`src/rtl/hc165_pkg.sv`:
```
// Shared types and constants for the 74HC165 chain reader.
package hc165_pkg;

  typedef enum logic [2:0] {
    IDLE,
    LOAD,
    SETTLE,
    SHIFT_HI,
    SHIFT_LO,
    FINISH
  } state_t;

  localparam int DIV_W       = 8;
  localparam int CLK_DIV_MIN = 2;
  localparam int CLK_DIV_MAX = 255;

endpackage

```
`src/rtl/hc165_reader_if.sv`:
```
// Host and chain signals of the 74HC165 reader, grouped for port binding.
// Handshake: START is a one-cycle request taken only while the reader idles
// (BUSY low); BUSY then stays high through the cycle where DONE pulses with DATA valid.
interface hc165_reader_if #(
  parameter int NUM_CHIPS = 2
);
  localparam int N = 8 * NUM_CHIPS;

  logic         START;
  logic         BUSY;
  logic         DONE;
  logic [N-1:0] DATA;
  logic         PL_n;
  logic         CP;
  logic         CE_n;
  logic         Q7;

  modport master (
    output START, Q7,
    input  BUSY, DONE, DATA, PL_n, CP, CE_n
  );

  modport slave (
    input  START, Q7,
    output BUSY, DONE, DATA, PL_n, CP, CE_n
  );

endinterface

```
`src/rtl/hc165_tick.sv`:
```
// Phase timer: counts DIV cycles per phase, held at zero while restart is high.
module hc165_tick
  import hc165_pkg::*;
#(
  parameter int DIV = 4
) (
  input  logic clk,
  input  logic rst,
  input  logic restart,
  output logic tc
);

  localparam logic [DIV_W-1:0] LAST = DIV_W'(DIV - 1);

  logic [DIV_W-1:0] cnt;

  // Wrapping on tc is the reload at every phase change.
  always_ff @(posedge clk) begin
    if (rst || restart || tc) cnt <= '0;
    else                      cnt <= cnt + 1'b1;
  end

  assign tc = (cnt == LAST);

endmodule

```
`src/rtl/hc165_reader.sv`:
```
// Reads a daisy chain of 74HC165 shift registers into a parallel frame.
// DATA[N-1] holds the first bit shifted out of the chain.
module hc165_reader
  import hc165_pkg::*;
#(
  parameter int NUM_CHIPS = 2,
  parameter int CLK_DIV   = 4
) (
  input  logic           CLK,
  input  logic           RST,
  hc165_reader_if.slave  bus,
  output state_t         dbg_state
);

  localparam int N     = 8 * NUM_CHIPS;
  localparam int CNT_W = $clog2(N + 1);
  localparam int DIV   = (CLK_DIV < CLK_DIV_MIN) ? CLK_DIV_MIN :
                         (CLK_DIV > CLK_DIV_MAX) ? CLK_DIV_MAX : CLK_DIV;
  localparam logic [CNT_W-1:0] LAST_BIT = CNT_W'(N - 1);

  state_t           state;
  logic             pl_n;
  logic             cp;
  logic             ce_n;
  logic             busy;
  logic             done;
  logic [N-1:0]     data;
  logic [N-1:0]     shift_q;
  logic [N-1:0]     shift_nxt;
  logic [CNT_W-1:0] bit_cnt;
  logic             restart;
  logic             tc;

  // The timer only runs inside the timed phases.
  assign restart = (state == IDLE) || (state == FINISH);

  hc165_tick #(.DIV(DIV)) u_tick (
    .clk     (CLK),
    .rst     (RST),
    .restart (restart),
    .tc      (tc)
  );

  assign shift_nxt = {shift_q[N-2:0], bus.Q7};

  always_ff @(posedge CLK) begin
    if (RST) begin
      state   <= IDLE;
      pl_n    <= 1'b1;
      cp      <= 1'b0;
      ce_n    <= 1'b1;
      busy    <= 1'b0;
      done    <= 1'b0;
      data    <= '0;
      shift_q <= '0;
      bit_cnt <= '0;
    end else begin
      done <= 1'b0;
      case (state)
        IDLE: begin
          if (bus.START) begin
            state   <= LOAD;
            pl_n    <= 1'b0;
            ce_n    <= 1'b0;
            busy    <= 1'b1;
            bit_cnt <= '0;
          end
        end
        LOAD: begin
          if (tc) begin
            state <= SETTLE;
            pl_n  <= 1'b1;
          end
        end
        // Both phases end with a Q7 sample; the Nth sample closes the frame
        // and publishes the completed word together with DONE.
        SETTLE, SHIFT_LO: begin
          if (tc) begin
            shift_q <= shift_nxt;
            bit_cnt <= bit_cnt + 1'b1;
            if (bit_cnt == LAST_BIT) begin
              state <= FINISH;
              data  <= shift_nxt;
              done  <= 1'b1;
              ce_n  <= 1'b1;
            end else begin
              state <= SHIFT_HI;
              cp    <= 1'b1;
            end
          end
        end
        SHIFT_HI: begin
          if (tc) begin
            state <= SHIFT_LO;
            cp    <= 1'b0;
          end
        end
        FINISH: begin
          state <= IDLE;
          busy  <= 1'b0;
        end
        default: state <= IDLE;
      endcase
    end
  end

  assign bus.PL_n   = pl_n;
  assign bus.CP     = cp;
  assign bus.CE_n   = ce_n;
  assign bus.BUSY   = busy;
  assign bus.DONE   = done;
  assign bus.DATA   = data;
  assign dbg_state  = state;

endmodule
```
`src/flat_wrapper.sv`:
```
// flat-port wrapper written by rule: the top's interface ports become plain ports
module hc165_reader_flat import hc165_pkg::*;
#(
  parameter int NUM_CHIPS = 2,
  parameter int CLK_DIV   = 4
)
  (CLK, RST, dbg_state, bus_START, bus_Q7, bus_BUSY, bus_DONE, bus_DATA, bus_PL_n, bus_CP, bus_CE_n);
  hc165_reader_if #(.NUM_CHIPS(NUM_CHIPS)) bus_i ();
  input  logic CLK;
  input  logic RST;
  output state_t dbg_state;
  input wire logic [$bits(bus_i.START)-1:0] bus_START;
  input wire logic [$bits(bus_i.Q7)-1:0] bus_Q7;
  output wire logic [$bits(bus_i.BUSY)-1:0] bus_BUSY;
  output wire logic [$bits(bus_i.DONE)-1:0] bus_DONE;
  output wire logic [$bits(bus_i.DATA)-1:0] bus_DATA;
  output wire logic [$bits(bus_i.PL_n)-1:0] bus_PL_n;
  output wire logic [$bits(bus_i.CP)-1:0] bus_CP;
  output wire logic [$bits(bus_i.CE_n)-1:0] bus_CE_n;
  assign bus_i.START = bus_START;
  assign bus_i.Q7 = bus_Q7;
  assign bus_BUSY = bus_i.BUSY;
  assign bus_DONE = bus_i.DONE;
  assign bus_DATA = bus_i.DATA;
  assign bus_PL_n = bus_i.PL_n;
  assign bus_CP = bus_i.CP;
  assign bus_CE_n = bus_i.CE_n;
  hc165_reader #(.NUM_CHIPS(NUM_CHIPS), .CLK_DIV(CLK_DIV)) u_core (.CLK(CLK), .RST(RST), .bus(bus_i), .dbg_state(dbg_state));
endmodule
```
`config.mk`:
```
export PLATFORM = sky130hd
export DESIGN_NAME = hc165_reader_flat
export DESIGN_NICKNAME = d
export VERILOG_FILES = /design/src/rtl/hc165_pkg.sv /design/src/rtl/hc165_reader_if.sv /design/src/rtl/hc165_tick.sv /design/src/rtl/hc165_reader.sv /design/src/flat_wrapper.sv
export SDC_FILE = /design/constraint.sdc
export NUM_CORES = 1
export LEC_CHECK = 0
export CAP_MARGIN = 20
export CORE_MARGIN = 2
export CORE_UTILIZATION = 54
export DETAILED_ROUTE_END_ITERATION = 8
export PLACE_DENSITY = 0.88
export SETUP_SLACK_MARGIN = 0.1
export SYNTH_ARGS = -nofsm -noshare
export SYNTH_HDL_FRONTEND = slang
export SYNTH_SLANG_ARGS = --single-unit
```
`constraint.sdc`:
```
create_clock -name CLK -period 2.1 [get_ports CLK]
set_input_delay 0.42 -clock CLK [delete_from_list [all_inputs] [get_ports CLK]]
set_output_delay 0.42 -clock CLK [all_outputs]
set_load 0.02 [all_outputs]
```
==> qor.txt <==
Worst path cell trace -> clkdlybuf4s50_1
Clk pin slew, worst setup/hold paths -> 0.10 ns
CP Class -> reg2out
Placeable Area -> 0.00394 mm²
First-pass GRT wire length -> 7250 µm
Hold crit path type -> reg2reg
Top_reg_cell synth -> dfxtp_1
Nets -> 277
DIE HEIGHT -> 67.4 µm
PwrDens -> 671 mW/mm²
Setup TNS -> 0 ns
Register area -> 0.00104 mm²
Slowest CP cell -> clkdlybuf4s50_1
DR DRC count -> 0
CP top delay family -> buffers and inverters
CTS Sinks -> 52
Antenna Cells -> 0
Postcts setup bufs -> 0
Share of cells above drive strength 1 -> 10.3%
Pin count of the biggest net entering global routing -> 34
Area after DPL -> 0.00252 mm²
GRT overflow -> 0
Leakage -> 0.998 nW
Post-Synthesis Mean Instance Area -> 9.09 µm²
Buf+Inv Stages, Crit Path -> 1
Cts hold-fix bufs -> 0
Reg-to-Reg Start -> u_core.bit_cnt[0]
YS warnings -> 0
Vias -> 1,804
Cell area after synthesis -> 0.00217 mm²
Syn Nets -> 246
Fillcell total -> 297
DP Worst Slack -> 0.0914 ns
Status -> complete, no violations
Synth top area cells -> dfxtp_1 (48%), mux2i_1 (6.9%), a21oi_1 (6.0%)
Gr usage total -> 21.2%
CTS tree -> done
TritonCTS buffer count -> 5
Clk_skew -> 0.0144 ns
DP Wirelength -> 2940 µm
Clock Tree Root -> clkbuf_8
FF+latch count, synth -> 52
Initial antenna violation count -> 0
Hold_sp -> u_core.u_tick.cnt[0]
H-tree Lvls -> 2
GPL Wtd Cong -> 0.857
Routed WL -> 4340 µm
Post-synth top area cell -> dfxtp_1
Hold Vio Cnt, Final -> 0
Clk_lat worst skew -> 0.31 ns
Vias per cell -> 5.62
Initial core utilization -> 55.1%
Longest Clk Path Bufs -> 2
Slew Limit Fails -> 0
Die width -> 67.4 µm
Vias in the first global route -> 1,612
Worst rel slew slack -> 61.1%
Post-route cell area -> 0.00264 mm²
FFs w/ async S/R, synth -> 0%
WP data arrival -> 1.44 ns
Yosys cell types -> 40
Gate count of the mapped netlist -> 239
Worst IR Drop VDD -> 0.445 mV
CP Launch Type -> flop
Final core utilization -> 66.8%
Maxcap violations -> 0
DR WL/cell -> 13.5 µm
CP endpoint kind -> output pin
Die area -> 0.00455 mm²
Max Freq -> 536 MHz
Post-synth EDFFs -> 0
Initial DRT Pass Iterations -> 4
Worst-margin pin slew -> 0.581 ns
RSZ-0062 raised after global routing -> no
Area Overhead vs Synth -> 21.2%
Antenna Nets Post-Route -> 0
WP data required -> 1.68 ns
Final Setup Violations -> 0
Port buffer count -> 27
Final worst path period share -> 88.8%
Synth top area share -> 47.9%
CP peak stage delay -> 0.65 ns
Starting DRT DRC Count -> 109
Crit path time final -> 1.86 ns
Worst setup margin -> 0.236 ns
CP Max Fanout -> 13
Row cnt -> 23
Setup crit start -> u_core.dbg_state[0]
Boundary Pins -> 28
Area of the multi-input gates -> 0.00103 mm²
Sequential share of the synthesized area -> 47.9%
[worst reg2reg max path, delay by kind of cell, from the launching register on]
| family | cells | cell delay [ns] |
|---|---|---|
| fa+ha+maj | 2 | 0.50 |
| flops | 1 | 0.35 |
| compound gates | 2 | 0.35 |
| simple gates | 2 | 0.32 |
| buf+inv | 1 | 0.21 |
[path summary, 6_finish.rpt]
kind	to	slack (ns)	cells past startpoint
hold / removal	u_core.u_tick.cnt[0]	0.45	1
hold reg to reg	u_core.u_tick.cnt[0]	0.45	1
setup / recovery	dbg_state[0]	0.24	1
setup reg to reg	u_core.bus.CP	0.27	7
[flip-flops by register name, summed over array words and instances (netlist names)]
| register | cells |
|---|---|
| u_core.bit_cnt | 5 |
| u_core.bus.BUSY | 1 |
| u_core.bus.CE_n | 1 |
| u_core.bus.CP | 1 |
| u_core.bus.DATA | 16 |
| u_core.bus.DONE | 1 |
| u_core.bus.PL_n | 1 |
| u_core.dbg_state | 3 |
| u_core.shift_q | 15 |
| u_core.u_tick.cnt | 8 |
[timing repair]
action | in CTS | in global routing
gates cloned | 0 | 0
setup endpoints to repair | 1 | 2
gates resized for setup | 1 | 2
[cells in the mapped netlist, types with 2 or more instances]
master / instances
a21oi_1: 26
a31oi_1: 3
and3_1: 3
buf_2: 5
buf_6: 2
clkbuf_1: 7
dfxtp_1: 52
ha_1: 3
inv_1: 5
mux2i_1: 15
nand2_1: 6
nand2b_1: 3
nand3_1: 25
nor2_1: 26
nor3_1: 3
nor4_1: 2
o211ai_1: 3
o21ai_0: 20
o32ai_1: 2
or3_1: 2
xnor2_1: 5
xor2_1: 3
[cell usage in the layout (no fill, tap or decap), types with 2 or more instances in the layout]
master / count
ha_1: 3
nor2_1: 26
clkdlybuf4s50_1: 27
and3_1: 3
inv_1: 5
dfxtp_1: 51
o21ai_0: 20
nand2b_1: 3
mux2i_1: 15
nor3_1: 3
xor2_1: 3
nand2_1: 6
xnor2_1: 5
nand3_1: 25
clkbuf_8: 5
nor4_1: 2
a31oi_1: 3
a21oi_1: 26
o32ai_1: 2
o211ai_1: 3
or3_1: 2
buf_4: 12
[metrics by stage]
stage          hold WS, ns  std cells  power (mW)
2_1_floorplan        0.418        239        1.08
3_3_place_gp         0.430        313        1.12
3_5_place_dp         0.444        313        1.12
4_1_cts              0.456        321        1.78
5_1_grt              0.481        321        1.83
6_report             0.450        321        1.77
[kinds of logic after synthesis]
logic type	synth area share [%]
flip-flops	47.9
buffers and inverters	4.66
AND/OR/NAND/NOR	18.7
adder cells (fa/ha/maj)	1.73
XOR/XNOR	3.97
multiplexers	7.43
AO/OA/AOI/OAI	15.6
[where the power goes]
group          switching (mW)  total, mW  internal, mW
Clock                   0.317      0.671         0.354
Sequential             0.0128       1.01         0.996
Combinational          0.0504     0.0881        0.0376
[area by class of cell]
class | instances | area share [%]
flip-flops and latches | 52 | 39.6
multi-input cells | 166 | 39.2
repair buffers | 40 | 14.1
clock buffers | 6 | 2.75
well taps | 50 | 2.37
clock inverters | 2 | 1.33
inverters | 5 | 0.712
[per-layer routing]
| metal | track usage (%) | routed length [µm] |
|---|---|---|
| met4 | 7.91 | 67 |
| met1 | 27.4 | 2040 |
| met2 | 34.3 | 2040 |
| met5 | 0 | 0 |
| met3 | 5.33 | 193 |
No activity file was read; power rests on OpenSTA's default activity.
